## config.mk

```make
export PLATFORM = sky130hd
export DESIGN_NAME = vga_rx_monitor
export DESIGN_NICKNAME = d
export VERILOG_FILES = /design/src/rtl/vga_rx_monitor.sv
export SDC_FILE = /design/constraint.sdc
export NUM_CORES = 1
export LEC_CHECK = 0
export BUFFER_PORTS_ARGS = -buffer_cell sky130_fd_sc_hd__buf_2
export CORE_ASPECT_RATIO = 1.5
export CORE_MARGIN = 1
export CORE_UTILIZATION = 41
export CTS_CLUSTER_SIZE = 28
export DETAILED_ROUTE_END_ITERATION = 10
export GPL_ROUTABILITY_DRIVEN = 0
export PLACE_DENSITY_LB_ADDON = 0.1
export RECOVER_POWER = 100
export SLEW_MARGIN = 20
export SYNTH_ARGS = -nofsm -noshare
export SYNTH_HDL_FRONTEND = slang
export SYNTH_SLANG_ARGS = --single-unit
```

## constraint.sdc

```tcl
create_clock -name clk -period 3.58 [get_ports clk]
set_clock_uncertainty 0.1 [all_clocks]
set_input_delay 0.716 -clock clk [delete_from_list [all_inputs] [get_ports clk]]
set_output_delay 0.716 -clock clk [all_outputs]
set_load 0.05 [all_outputs]
```

## src/rtl/vga_rx_monitor.sv

```systemverilog
// VGA receive monitor: captures visible pixels, checks frame geometry, reports lock.
// Define VGA_RX_CHECKSUM_EN to enable the per-frame RGB checksum on frame_sum.
module vga_rx_monitor #(
  parameter int unsigned H_ACTIVE = 640,
  parameter int unsigned V_ACTIVE = 480
) (
  input  logic        clk,
  input  logic        reset,
  input  logic        pix_en,
  input  logic [7:0]  red_vga,
  input  logic [7:0]  green_vga,
  input  logic [7:0]  blue_vga,
  input  logic        h_sync,
  input  logic        v_sync,
  input  logic        blank_n,
  input  logic        sync_n,
  output logic        pix_valid,
  output logic [23:0] pix_rgb,
  output logic [9:0]  x_pos,
  output logic [9:0]  y_pos,
  output logic        frame_done,
  output logic [31:0] frame_sum,
  output logic        width_err,
  output logic        height_err,
  output logic        locked
);

  localparam logic [9:0] H_END = 10'(H_ACTIVE);
  localparam logic [9:0] V_END = 10'(V_ACTIVE);

  typedef enum logic [1:0] {SEEK, VSYNC, FRAME} state_t;

  state_t      state_q, state_d;
  logic        hs_q, vs_q, blank_q;
  logic [9:0]  x_q, x_d, y_q, y_d;
  logic        frame_err_q, frame_err_d;
  logic        pix_valid_q, pix_valid_d;
  logic [23:0] rgb_q, rgb_d;
  logic [9:0]  xp_q, xp_d, yp_q, yp_d;
  logic        frame_done_q, frame_done_d;
  logic        werr_q, werr_d, herr_q, herr_d;
  logic        locked_q, locked_d;
  logic        vs_fall, vs_rise, blank_fall;

  logic unused_sig;
  assign unused_sig = ^{hs_q, sync_n};

  // Edges are relative to the previous pix_en sample, never to raw clk cycles.
  assign vs_fall    = vs_q & ~v_sync;
  assign vs_rise    = ~vs_q & v_sync;
  assign blank_fall = blank_q & ~blank_n;

`ifdef VGA_RX_CHECKSUM_EN
  logic [31:0] sum_q, sum_d, fsum_q, fsum_d;
`endif

  always_comb begin
    state_d      = state_q;
    x_d          = x_q;
    y_d          = y_q;
    frame_err_d  = frame_err_q;
    pix_valid_d  = 1'b0;
    rgb_d        = rgb_q;
    xp_d         = xp_q;
    yp_d         = yp_q;
    frame_done_d = 1'b0;
    werr_d       = werr_q;
    herr_d       = herr_q;
    locked_d     = locked_q;
`ifdef VGA_RX_CHECKSUM_EN
    sum_d        = sum_q;
    fsum_d       = fsum_q;
`endif
    if (pix_en) begin
      unique case (state_q)
        SEEK: if (vs_fall) state_d = VSYNC;
        VSYNC: if (vs_rise) begin
          state_d     = FRAME;
          x_d         = '0;
          y_d         = '0;
          frame_err_d = 1'b0;
`ifdef VGA_RX_CHECKSUM_EN
          sum_d       = '0;
`endif
        end
        FRAME: begin
          if (blank_n && v_sync) begin
            pix_valid_d = 1'b1;
            rgb_d       = {red_vga, green_vga, blue_vga};
            xp_d        = x_q;
            yp_d        = y_q;
            if (x_q != '1) x_d = x_q + 10'd1;
`ifdef VGA_RX_CHECKSUM_EN
            sum_d = sum_q + 32'(red_vga) + 32'(green_vga) + 32'(blue_vga);
`endif
          end
          if (blank_fall) begin
            if (x_q != H_END) begin
              werr_d      = 1'b1;
              frame_err_d = 1'b1;
            end
            x_d = '0;
            if (y_q != '1) y_d = y_q + 10'd1;
          end
          // y_d already includes a line end on this same sample.
          if (vs_fall) begin
            if (y_d != V_END) begin
              herr_d      = 1'b1;
              frame_err_d = 1'b1;
            end
            frame_done_d = 1'b1;
            locked_d     = ~frame_err_d;
            state_d      = VSYNC;
`ifdef VGA_RX_CHECKSUM_EN
            fsum_d       = sum_d;
`endif
          end
        end
        default: state_d = SEEK;
      endcase
    end
  end

  always_ff @(posedge clk or negedge reset) begin
    if (!reset) begin
      state_q      <= SEEK;
      hs_q         <= 1'b0;
      vs_q         <= 1'b0;
      blank_q      <= 1'b0;
      x_q          <= '0;
      y_q          <= '0;
      frame_err_q  <= 1'b0;
      pix_valid_q  <= 1'b0;
      rgb_q        <= '0;
      xp_q         <= '0;
      yp_q         <= '0;
      frame_done_q <= 1'b0;
      werr_q       <= 1'b0;
      herr_q       <= 1'b0;
      locked_q     <= 1'b0;
    end else begin
      if (pix_en) begin
        hs_q    <= h_sync;
        vs_q    <= v_sync;
        blank_q <= blank_n;
      end
      state_q      <= state_d;
      x_q          <= x_d;
      y_q          <= y_d;
      frame_err_q  <= frame_err_d;
      pix_valid_q  <= pix_valid_d;
      rgb_q        <= rgb_d;
      xp_q         <= xp_d;
      yp_q         <= yp_d;
      frame_done_q <= frame_done_d;
      werr_q       <= werr_d;
      herr_q       <= herr_d;
      locked_q     <= locked_d;
    end
  end

`ifdef VGA_RX_CHECKSUM_EN
  always_ff @(posedge clk or negedge reset) begin
    if (!reset) begin
      sum_q  <= '0;
      fsum_q <= '0;
    end else begin
      sum_q  <= sum_d;
      fsum_q <= fsum_d;
    end
  end
  assign frame_sum = fsum_q;
`else
  assign frame_sum = '0;
`endif

  assign pix_valid  = pix_valid_q;
  assign pix_rgb    = rgb_q;
  assign x_pos      = xp_q;
  assign y_pos      = yp_q;
  assign frame_done = frame_done_q;
  assign width_err  = werr_q;
  assign height_err = herr_q;
  assign locked     = locked_q;

endmodule
```

[Yosys cells after proc, flatten, opt, wreduce, memory -nomap -nowiden]
Index checks and enable logic that the tools add are counted.
Operators by class
  bitwise operators: 7
  mux-type cells: 28
  eq/ne operators: 10
  add/subtract/negate cells: 2
  reduce and logical (&&, ||, !) cells: 11
Operator list (number)
  $mux W10: 8
  $pmux W10 S2: 2
  $ne A10 B10 Y1 const B: 3
  $add A10 B1 Y10 const B: 2
  $mux W1: 14
  $reduce_and A3 Y1: 4
  $ne A10 B9 Y1 const B: 1
  $reduce_and A4 Y1: 2
  $ne A3 B3 Y1 const B: 2
  $reduce_and A5 Y1: 1
  $mux W2: 2
  $not A1 Y1: 4
  $pmux W2 S2: 1
  $and A1 B1 Y1: 3
  $eq A2 B1 Y1 const B: 1
  $eq A2 B2 Y1 const B: 1
  $logic_not A2 Y1: 1
  $ne A2 B1 Y1 const B: 1
  $ne A2 B2 Y1 const B: 1
  $pmux W1 S2: 1
  $reduce_bool A2 Y1: 1
  $reduce_or A2 Y1: 1
  $logic_and A1 B1 Y1: 1
Storage, ports and cells
  register bits: 74
  logic and storage cells: 72
  output and inout bits: 81
  bits of input ports: 31

[Logic depth before layout (Yosys ltp)]
Gate-level depths: netlist of run 1.
  word-level depth: 12
  mapped depth: 8
  depth with buffers taken out: 7

[Worst setup path before layout of run 1]
No wires, ideal clock.
  path type: input to register
  start point: input port blank_n
  end point: register frame_err_q
  buffers on the path: 0
  library setup time: 0.126 ns
  setup slack: 1.407 ns
  arrival time: 1.947 ns
  required time: 3.354 ns
  stages: 6
  path through: nand4b_1 o21ba_2 o221ai_1 nor2_1 nand4b_2 a221o_1
Between the ends
  word-level cells in the longest chain between the ends: 12
  elaborated cells between the ends (all ways): 13
  classes of those cells: eq/ne (1); mux (10); bitwise (2)
Ends and longest elaborated chain
  start: declaration: line 15  | input logic blank_n,
  $not A1 Y1 *: line 51  | assign blank_fall = blank_q & ~blank_n;
  $and A1 B1 Y1 *: line 51
  $mux W10: line 97  | if (blank_fall) begin
  $mux W10: line 75  | unique case (state_q)
  $mux W10: line 74  | if (pix_en) begin
  $ne A10 B9 Y1: line 107  | if (y_d != V_END) begin
  $mux W1: line 107
  $mux W1: line 106  | if (vs_fall) begin
  $mux W1: line 75
  $mux W1: line 74
  $mux W1 *: line 106
  $pmux W1 S2 *: line 75
  end signal: assignment: line 150  | frame_err_q <= frame_err_d;
  end: declaration: line 36  | logic frame_err_q, frame_err_d;
Mark *: on every way between the ends. The rest lies on a longest branch, timed or not. The select of a mux whose other input is x is not followed.
A chain may end at the register's enable or synchronous reset.

[Final worst setup path of run 1]
  start point: input port blank_n
  end point: register x_q[5]
Between the ends
  word-level cells in the longest chain between the ends: 4
  elaborated cells between the ends (all ways): 8
  classes of those cells: eq/ne (2); mux (2); bitwise (2); reduce/logical (2)
Ends and longest elaborated chain
  $not A1 Y1: line 51
  $and A1 B1 Y1: line 51
  $ne A3 B3 Y1 (no source line) / $mux W10 (equally long branches)
  $reduce_and A5 Y1 (no source line) / $pmux W10 S2 (equally long branches)
  end signal: assignment: line 130  | x_q <= '0;
  end signal: assignment: line 148  | x_q <= x_d;
  end: declaration: line 35  | logic [9:0] x_q, x_d, y_q, y_d;
Parallel ways exist; a longest one is shown, timed or not.

==> metrics.cfg, run 1 <==
[status]
run_status = finished with violations
violated_checks = max-capacitance violations, max-slew violations

[synthesis]
synth_cells = 318
synth-async-reset-ratio = 1.00
netlist_area_um2 = 3630
post_synth_num_cell_types = 48
synth_flop_cell = dfrtp_1
synth_top_cell_by_area = dfrtp_1
yosysWarningCount = 0
synth.top_cells.by_area = dfrtp_1 51%, mux2_2 14%, buf_4 6.6%
yosys_register_bits = 74
synthesis.area_per_instance_um2 = 11.4
synth.yosys.seq_area_share = 0.509
synth_largest_type_area_fraction = 0.509
number_of_flops_mapped_to_enable_cells_by_yosys = 0

[sta]
post_layout_minimum_cycle_time_ps = 2660
finalCritPeriodShare = 0.742
worst-slew-pin-transition_ps = 1830
timing_hold_violations_final = 0
setup_viol_count_final = 0
timing.fmax_mhz = 376
final.setup.tns_ps = 0
rsz0062_at_grt = no
maxSlewHeadroom = -0.222
slew_violations = 75

[detailed_routing]
via_per_inst = 5.01
detailroute.via_count = 2544
firstDrtPassIters = 4
final_antenna_net_count = 0
wl_per_cell_um = 14.1
drc_errors = 0
wirelength_mm = 7.16
drt_iter0_drcs = 120

[clock_tree]
post_cts.repair.setup_buffers = 0
h_tree_depth = 3
post_cts.resized_instances = 0
cts_inserted_buffers = 9
tritoncts_clock_tree = built
path_clk_slew_ps = 50
cts_hold_buf = 0
clock_tree.buffer_depth = 2
clk-insertion-delay-late_ps = 330
cts_root_buf = clkbuf_16
clock_sinks = 74

[floorplanning]
placementRows = 41
die_area_um2 = 9250
initial_core_util = 0.427
core_area_um2 = 8520
boundaryPins = 112
dieWidth_um = 78.9
die_height_um = 117

[worst_setup_path]
worst-endpoint-required_ps = 3680
reg2reg_slack_ps = 990
critPathTopFamily = compound AO/OA/AOI/OAI gates
worst_ep_arrival_time_ps = 2760
rr_startpoint = y_q[0]$_DFFE_PN0P_
critical_path.endpoint = x_q[5]$_DFFE_PN0P_
critPathMaxStageDelay_ps = 870
worstSetupEndpointType = flip-flop
timing.critical_path.depth = 7
crit_chain = clkbuf_1, nand2b_1, a41oi_1, o221ai_1, nor3_1, xnor2_1, nor2_1
path_buf_inv = 1
crit-reg2reg-capture = locked$_DFFE_PN0P_
path_class = in2reg
critical_path.max_fanout = 15
worstRegToRegCells = 7
slowest_stage = o221ai_1
critical_path.startpoint = blank_n
worst_setup_path_start_kind = input pin

[grt]
number_of_global_route_vias_before_repair = 2448
largest_net_degree_at_the_start_of_global_routing = 75
overflow = 0
gr-usage-met1 = 0.192
gr-max-usage-layer = met2
grt_first_pass_wirelength_mm = 11.8
met3_usage = 0.0397
gr-usage-all-layers = 0.165
grt_antenna_before_repair = 0
grt.met2_usage = 0.264

[cells_and_area]
final_layout_size_suffix_gt1_frac = 0.242
final_net_count = 431
area.growth.synth_to_final_pct = 14.5
fillers = 859
antenna-diode-count = 0
finalCoreUtilization = 0.489

[power]
ir_drop_v = 0.000355
power_per_cell_area_nw_per_um2 = 768
power.static_leakage_nw = 1.92

[placement]
detailedPlacementHpwl_mm = 4.98
io_buffer_count = 77

[min_path]
timing.hold.worst.class = reg2reg

[job]
maxCapViolations = 1

-- cell type report --
cell class	instances	area, um2	area share
multi-input cells	227	1550	0.372
clock buffers	9	225	0.0541
inverters	6	22.5	0.00541
well taps	107	134	0.0322
repair buffers	79	344	0.0827
clock inverters	6	35.0	0.00842
flip-flops and latches	74	1850	0.445
-- routing by layer --
layer,part of all wire,vias up
met2,0.49,92
met3,0.060,17
met5,0,-
met4,0.040,0
li1,-,1208
met1,0.41,1227
-- flip-flops by register name, summed over array words and instances (netlist names), 2 cells and up --
signal,count
y_pos,10
pix_rgb,24
y_q,10
x_q,10
x_pos,10
state_q,2
-- per-stage QoR --
| step | total power, W | area (um2) | hold WS (ps) | cells | setup slack [ps] |
|---|---|---|---|---|---|
| 6_report | 0.00319 | 4160 | 364 | 508 | 924 |
| 5_1_grt | 0.00337 | 4160 | 398 | 508 | 652 |
| 4_1_cts | 0.00329 | 4270 | 362 | 508 | 1160 |
| 3_5_place_dp | 0.00249 | 4010 | 350 | 493 | 885 |
| 3_3_place_gp | 0.00247 | 4010 | 345 | 493 | 919 |
| 2_1_floorplan | 0.00222 | 3750 | 320 | 349 | 1410 |
-- worst reg2reg max path, delay by kind of cell, from the launching register on --
family | cells | cell delay, ps
simple gates | 4 | 950
compound gates | 2 | 680
flops | 1 | 450
fa+ha+maj | 1 | 270
-- placed cells by master (no fill, tap or decap), types with 3 or more instances in the layout --
cell       count
dfrtp_1       74
nand4_1        3
nand2_1       22
clkinv_2       4
a31oi_1        3
or3_1          3
clkbuf_1      53
mux2_2        46
nor2b_1        5
a21oi_1        8
nand3_1        8
nor2_1        20
nor3_1         9
nand2b_1       4
clkbuf_16      9
xnor2_1        5
mux2i_1        4
buf_2         24
ha_1           3
conb_1        32
o21ai_0       21
inv_1          6
-- synth_stat cells, drive strengths merged (2+ instances only) --
cell    count
nand2b      4
ha          3
o31ai       3
nand2      22
nand4b      3
mux2       46
dfrtp      74
nor2       20
o21ai      21
o221ai      2
a31oi       3
and2        3
nor3       10
a21oi       9
xnor2       5
nand4       3
buf        41
and3        2
nor4        2
a21o        2
inv         6
or3         3
nand3       9
mux2i       4
nor2b       6
-- power breakdown --
part	total (W)	switching [W]	internal, W
clock network	0.000790	0.000331	0.000459
registers	0.00118	0.000135	0.00105
logic	0.00122	0.000942	0.000279
total	0.00319	0.00141	0.00179
-- cells by family after synthesis --
logic type / synth area share
muxes: 0.154
and+or+nand+nor: 0.135
adders and majority gates: 0.0103
xor gates and xnor gates: 0.0120
AOI/OAI and AO/OA: 0.0909
other: 0.00103
DFF: 0.509
buffers and inverters: 0.0874
-- worst min-delay path by stage --
stage	from	to	slack, ps	cells past startpoint
floorplan	reset	blank_q$_DFFE_PN0P_	320	0
global placement	height_err$_DFFE_PN0P_	height_err$_DFFE_PN0P_	340	1
detailed placement	height_err$_DFFE_PN0P_	height_err$_DFFE_PN0P_	350	1
CTS	height_err$_DFFE_PN0P_	height_err$_DFFE_PN0P_	360	1
global route	height_err$_DFFE_PN0P_	height_err$_DFFE_PN0P_	400	1
finish	height_err$_DFFE_PN0P_	height_err$_DFFE_PN0P_	360	1
(Power assumes the default switching activity.)
==> inputs of run 2 (changes only) <==
Clock period 3.58 ns to 2.21 ns, I/O delays scaled along.
==> run 2 against run 1 <==
The flow now finishes without violations; combinational power rose by 75%; global-route usage rose by 0.86 points; sequential share of layout area down 3.9 points; routed wire length is 4.5% higher; largest cell class unchanged.
==> metrics.cfg, run 2 (synthesis results as in run 1) <==
[status]
run_status = finished clean  ; was finished with violations

[placement]
dpl.cell_count = 524  ; was 493
io_buffer_count = 77  ; unchanged
pre_cts_ws_ps = 9.78  ; was 885 ps
detailedPlacementHpwl_mm = 5.62  ; was 4.98 mm

[clock_tree]
clock_sinks = 74  ; unchanged
clk-insertion-delay-late_ps = 330  ; about the same
tritoncts_clock_tree = built  ; unchanged
path_clk_slew_ps = 60  ; was 50 ps
cts_inserted_buffers = 9  ; unchanged
clock_tree.buffer_depth = 2  ; unchanged
post_cts.repair.setup_buffers = 0  ; unchanged
h_tree_depth = 3  ; unchanged
cts_root_buf = clkbuf_16  ; unchanged

[min_path]
hold_path_startpoint = blue_vga[7]  ; was height_err$_DFFE_PN0P_
timing.hold.worst.class = in2reg  ; was reg2reg

[sta]
post-route-worst-setup-slack_ps = 134  ; was 924 ps
finalCritPeriodShare = 0.939
final.setup.tns_ps = 0  ; unchanged
timing.fmax_mhz = 482
rsz0062_at_grt = no  ; unchanged
timing_hold_violations_final = 0  ; unchanged
slew_violations = 0  ; was 75
maxSlewHeadroom = 0.449  ; was -0.222
post_layout_minimum_cycle_time_ps = 2080
worst-slew-pin-transition_ps = 826  ; was 1830 ps
setup_viol_count_final = 0  ; unchanged

[worst_setup_path]
slowest_stage = and3_1  ; was o221ai_1
critical_path.max_fanout = 25  ; was 15
critPathMaxStageDelay_ps = 460  ; was 870 ps
path_class = reg2reg  ; was in2reg
rr_startpoint = state_q[0]$_DFFE_PN0P_  ; was y_q[0]$_DFFE_PN0P_
crit_chain = nand2b_1, nor2_1, and3_1, buf_12, mux2_2  ; was clkbuf_1, nand2b_1, a41oi_1, o221ai_1, nor3_1, xnor2_1, nor2_1
worst-endpoint-required_ps = 2320  ; was 3680 ps
worstSetupEndpointType = flip-flop  ; unchanged
worst_setup_path_start_kind = flip-flop  ; was input pin
worst_ep_arrival_time_ps = 2190  ; was 2760 ps
critical_path.startpoint = state_q[0]$_DFFE_PN0P_  ; was blank_n

[detailed_routing]
drc_errors = 0  ; unchanged
drt_iter0_drcs = 106  ; was 120
final_antenna_net_count = 0  ; unchanged
via_per_inst = 4.99  ; was 5.01
firstDrtPassIters = 4  ; unchanged
wl_per_cell_um = 13.8  ; was 14.1 um
wirelength_mm = 7.48  ; was 7.16 mm
detailroute.via_count = 2702  ; was 2544

[cells_and_area]
post_layout_nonfiller_instances = 541  ; was 508
leading_cell_types_in_the_layout_fill_and_taps_excluded = 74 x dfrtp_1, 52 x clkbuf_1, 46 x mux2_2  ; was 74 x dfrtp_1, 53 x clkbuf_1, 46 x mux2_2
layout.cells.most_common = dfrtp_1  ; unchanged
final_net_count = 463  ; was 431
final_layout_size_suffix_gt1_frac = 0.318  ; was 0.242
fillers = 806  ; was 859
largest_register_ff_count = 24  ; unchanged
antenna-diode-count = 0  ; unchanged
area.growth.synth_to_final_pct = 25.5  ; was 14.5%

[floorplanning]
core_area_um2 = 8520  ; unchanged
die_height_um = 117  ; unchanged
boundaryPins = 112  ; unchanged
die_area_um2 = 9250  ; unchanged
placementRows = 41  ; unchanged
dieWidth_um = 78.9  ; unchanged
initial_core_util = 0.427  ; unchanged

[grt]
overflow = 0  ; unchanged
number_of_global_route_vias_before_repair = 2708  ; was 2448
gr-usage-all-layers = 0.174  ; was 0.165
grt_antenna_before_repair = 0  ; unchanged
grt_first_pass_wirelength_mm = 12.5  ; was 11.8 mm
largest_net_degree_at_the_start_of_global_routing = 44  ; was 75

[job]
maxCapViolations = 0  ; was 1

[power]
ir_drop_v = 0.000584  ; was 0.000355 V
power_per_cell_area_nw_per_um2 = 1250  ; was 768 nW/um2
totalPowerFinal_w = 0.00571  ; was 0.00319 W
power.static_leakage_nw = 2.16  ; was 1.92 nW

## run 2: cell count changes in the layout (fill, tap and decap cells not counted), sizes merged
| cell | delta |
|---|---|
| inv | +1 |
| clkinvlp | -2 |
| clkinv | -2 |
| buf | +31 |
| dlygate4sd3 | +1 |
| clkbuf | +1 |
| bufinv | +3 |
## run 2: worst paths after layout
| path | cells past startpoint | slack [ps] | to |
|---|---|---|---|
| worst max register to register | 5 | 130 | pix_rgb[3]$_DFFE_PN0P_ |
| worst max-delay path | 5 | 130 | pix_rgb[3]$_DFFE_PN0P_ |
| worst min-delay path | 2 | 240 | pix_rgb[7]$_DFFE_PN0P_ |
| min in group asynchronous | 2 | 640 | pix_rgb[3]$_DFFE_PN0P_ |
| worst min register to register | 1 | 360 | height_err$_DFFE_PN0P_ |
| max in group asynchronous | 3 | 660 | y_pos[5]$_DFFE_PN0P_ |
## run 2: report_power, final
group	total (W)	switching [W]	internal, W
sequential	0.00189	0.000189	0.00170
clock	0.00169	0.000550	0.00114
combinational	0.00214	0.00159	0.000543
total	0.00571	0.00233	0.00338
## run 2: final cells by class
class,count,area (um2),share of cell area
Tap cell,107,134,0.0293
Inverter,6,22.5,0.00494
Clock buffer,10,239,0.0524
Timing Repair Buffer,111,606,0.133
Clock inverter,6,113,0.0247
Sequential cell,74,1850,0.406
Multi-Input combinational cell,227,1600,0.350
## run 2: routing by layer
metal  track usage  up-vias  wire (um)
li1              -     1284          -
met1         0.188     1320       2950
met2         0.314       79       3990
met3        0.0350       19        330
met4        0.0864        0        208
met5             0        -          0
## run 2: repair_timing
item,in CTS,in global routing
hold endpoints to repair,31,0
gates resized for setup,0,4
setup endpoints to repair,0,4
hold buffers,1,0
## run 2: worst max-delay path, delay by kind of cell, from the launching register on
kind	cells	cell delay, ps
mux	1	350
buf+inv	1	240
flops	1	420
simple gates	3	820
## run 2: metrics by stage
stage / hold slack [ps] / util / instance area, um2
after global placement: 313 / 0.501 / 4260
after CTS: 232 / 0.543 / 4630
after global routing: 232 / 0.536 / 4560
after detailed placement: 310 / 0.501 / 4260
final: 238 / 0.536 / 4560
after floorplan: 46.4 / - / 3750
==> inputs of run 3 (changes only) <==
Settings changed: CORE_UTILIZATION 41 to 46.
==> run 3 against run 2 <==
The run now ends with max-capacitance violations, max-slew violations left; non-clock buffer count fell by 2; largest cell class unchanged; register-to-register slack got worse by 60 ps; largest power group unchanged; clock power fell by 15%; count of clock-buffer cells in the layout rose by 1; routed wire length fell by 3.4%; combinational power barely moved; sequential share of layout area rose by 0.81 points; highest routed layer unchanged; global-route usage rose by 1.8 points; hold slack got worse by 2.2 ps.
==> metrics.cfg, run 3 (synthesis results as in run 1) <==
[worst_setup_path]
worst-endpoint-required_ps = 2320  ; about the same
worst_setup_path_start_kind = flip-flop  ; unchanged
slowest_stage = dfrtp_1  ; was and3_1
critPathTopFamily = compound AO/OA/AOI/OAI gates  ; was simple AND/OR/NAND/NOR gates
path_buf_inv = 0  ; was 1
crit_chain = ha_2, nand4b_1, o21ba_2, o221ai_1, nor2_1, nand4b_2, a221o_1  ; was nand2b_1, nor2_1, and3_1, buf_12, mux2_2
worstSetupEndpointType = flip-flop  ; unchanged
path_class = reg2reg  ; unchanged
critPathMaxStageDelay_ps = 350  ; was 460 ps
critical_path.max_fanout = 4  ; was 25
worst_ep_arrival_time_ps = 2250  ; was 2190 ps

[sta]
worst-slew-pin-transition_ps = 1610  ; was 826 ps
setup_viol_count_final = 0  ; unchanged
slew_violations = 75  ; was 0
final.setup.tns_ps = 0  ; unchanged
rsz0062_at_grt = no  ; unchanged
post-route-worst-setup-slack_ps = 69.7  ; was 134 ps
timing.fmax_mhz = 467  ; was 482 MHz
finalCritPeriodShare = 0.968  ; was 0.939
timing_hold_violations_final = 0  ; unchanged
maxSlewHeadroom = -0.0749  ; was 0.449
post_layout_minimum_cycle_time_ps = 2140  ; was 2080 ps

[grt]
number_of_global_route_vias_before_repair = 2606  ; was 2708
grt_antenna_before_repair = 0  ; unchanged
largest_net_degree_at_the_start_of_global_routing = 75  ; was 44
overflow = 0  ; unchanged
grt_first_pass_wirelength_mm = 12.0  ; was 12.5 mm
gr-usage-all-layers = 0.192  ; was 0.174

[clock_tree]
cts_root_buf = clkbuf_16  ; unchanged
h_tree_depth = 3  ; unchanged
clock_tree.buffer_depth = 2  ; unchanged
cts_inserted_buffers = 9  ; unchanged
clk-insertion-delay-late_ps = 330  ; about the same
tritoncts_clock_tree = built  ; unchanged
path_clk_slew_ps = 60  ; about the same
clock_sinks = 74  ; unchanged
cts_hold_buf = 0  ; was 1

[cells_and_area]
final_layout_size_suffix_gt1_frac = 0.320  ; was 0.318
leading_cell_types_in_the_layout_fill_and_taps_excluded = 74 x dfrtp_1, 52 x clkbuf_1, 46 x mux2_2  ; unchanged
antenna-diode-count = 0  ; unchanged
largest_register_ff_count = 24  ; unchanged
fin_area_um2 = 4470  ; was 4560 um2
layout.cells.most_common = dfrtp_1  ; unchanged
post_layout_nonfiller_instances = 533  ; was 541
area.growth.synth_to_final_pct = 23.1  ; was 25.5%
final_net_count = 461  ; was 463
fillers = 709  ; was 806

[floorplanning]
core_area_um2 = 7610  ; was 8520 um2
die_height_um = 111  ; was 117 um
boundaryPins = 112  ; unchanged
placementRows = 39  ; was 41
dieWidth_um = 74.6  ; was 78.9 um
die_area_um2 = 8270  ; was 9250 um2
initial_core_util = 0.477  ; was 0.427

[placement]
detailedPlacementHpwl_mm = 5.25  ; was 5.62 mm
placed_cell_area_um2 = 4250  ; was 4260 um2
io_buffer_count = 77  ; unchanged
dpl.cell_count = 517  ; was 524
pre_cts_ws_ps = 56.2  ; was 9.78 ps

[detailed_routing]
wl_per_cell_um = 13.6  ; was 13.8 um
drt_iter0_drcs = 121  ; was 106
final_antenna_net_count = 0  ; unchanged
firstDrtPassIters = 4  ; unchanged
drc_errors = 0  ; unchanged
wirelength_mm = 7.23  ; was 7.48 mm
via_per_inst = 4.96  ; was 4.99
detailroute.via_count = 2642  ; was 2702

[min_path]
timing.hold.worst.class = in2reg  ; unchanged

[power]
power_per_cell_area_nw_per_um2 = 1220  ; was 1250 nW/um2
ir_drop_v = 0.000681  ; was 0.000584 V
power.static_leakage_nw = 2.09  ; was 2.16 nW
totalPowerFinal_w = 0.00544  ; was 0.00571 W

[status]
violated_checks = max-capacitance violations, max-slew violations
run_status = finished with violations  ; was finished clean

[job]
maxCapViolations = 1  ; was 0

## run 3: worst paths after layout
kind / startpoint / end / slack, ps / cells after the start
worst max-delay path: y_q[0]$_DFFE_PN0P_ / frame_err_q$_DFFE_PN0P_ / 70 / 7
worst min-delay path: blue_vga[7] / pix_rgb[7]$_DFFE_PN0P_ / 240 / 2
worst max register to register: y_q[0]$_DFFE_PN0P_ / frame_err_q$_DFFE_PN0P_ / 70 / 7
worst min register to register: height_err$_DFFE_PN0P_ / height_err$_DFFE_PN0P_ / 350 / 1
max in group asynchronous: reset / y_q[1]$_DFFE_PN0P_ / 530 / 2
min in group asynchronous: reset / pix_rgb[0]$_DFFE_PN0P_ / 520 / 2
## run 3: metal layers
layer  up-vias  global-route usage  part of all wire
met5         -                   0                 0
met2        72               0.319              0.51
met1      1277               0.224              0.42
li1       1281                   -                 -
met3        12              0.0555             0.052
met4         0              0.0805             0.021
## run 3: area by class of cell
class | instances | area, um2 | area share
clock buffers | 11 | 243 | 0.0543
clock inverters | 4 | 52.6 | 0.0117
inverters | 6 | 22.5 | 0.00503
multi-input cells | 227 | 1600 | 0.357
flip-flops and latches | 74 | 1850 | 0.414
well taps | 102 | 128 | 0.0285
repair buffers | 109 | 577 | 0.129
## run 3: power breakdown
group	switching, W	internal, W
sequential	0.000185	0.00170
combinational	0.00159	0.000538
clock	0.000530	0.000897
## run 3: metrics by stage
step           hold slack (ps)  utilization
2_1_floorplan             46.4            -
3_3_place_gp               338        0.559
3_5_place_dp               342        0.559
4_1_cts                   50.6        0.597
5_1_grt                    236        0.588
6_report                   235        0.588
## run 3: what timing repair did
action                                  4_1_cts  5_1_grt
buffers inserted                              0        1
hold endpoints to repair                      0        0
gates resized for setup                       0        5
endpoints found under the setup margin        0        3
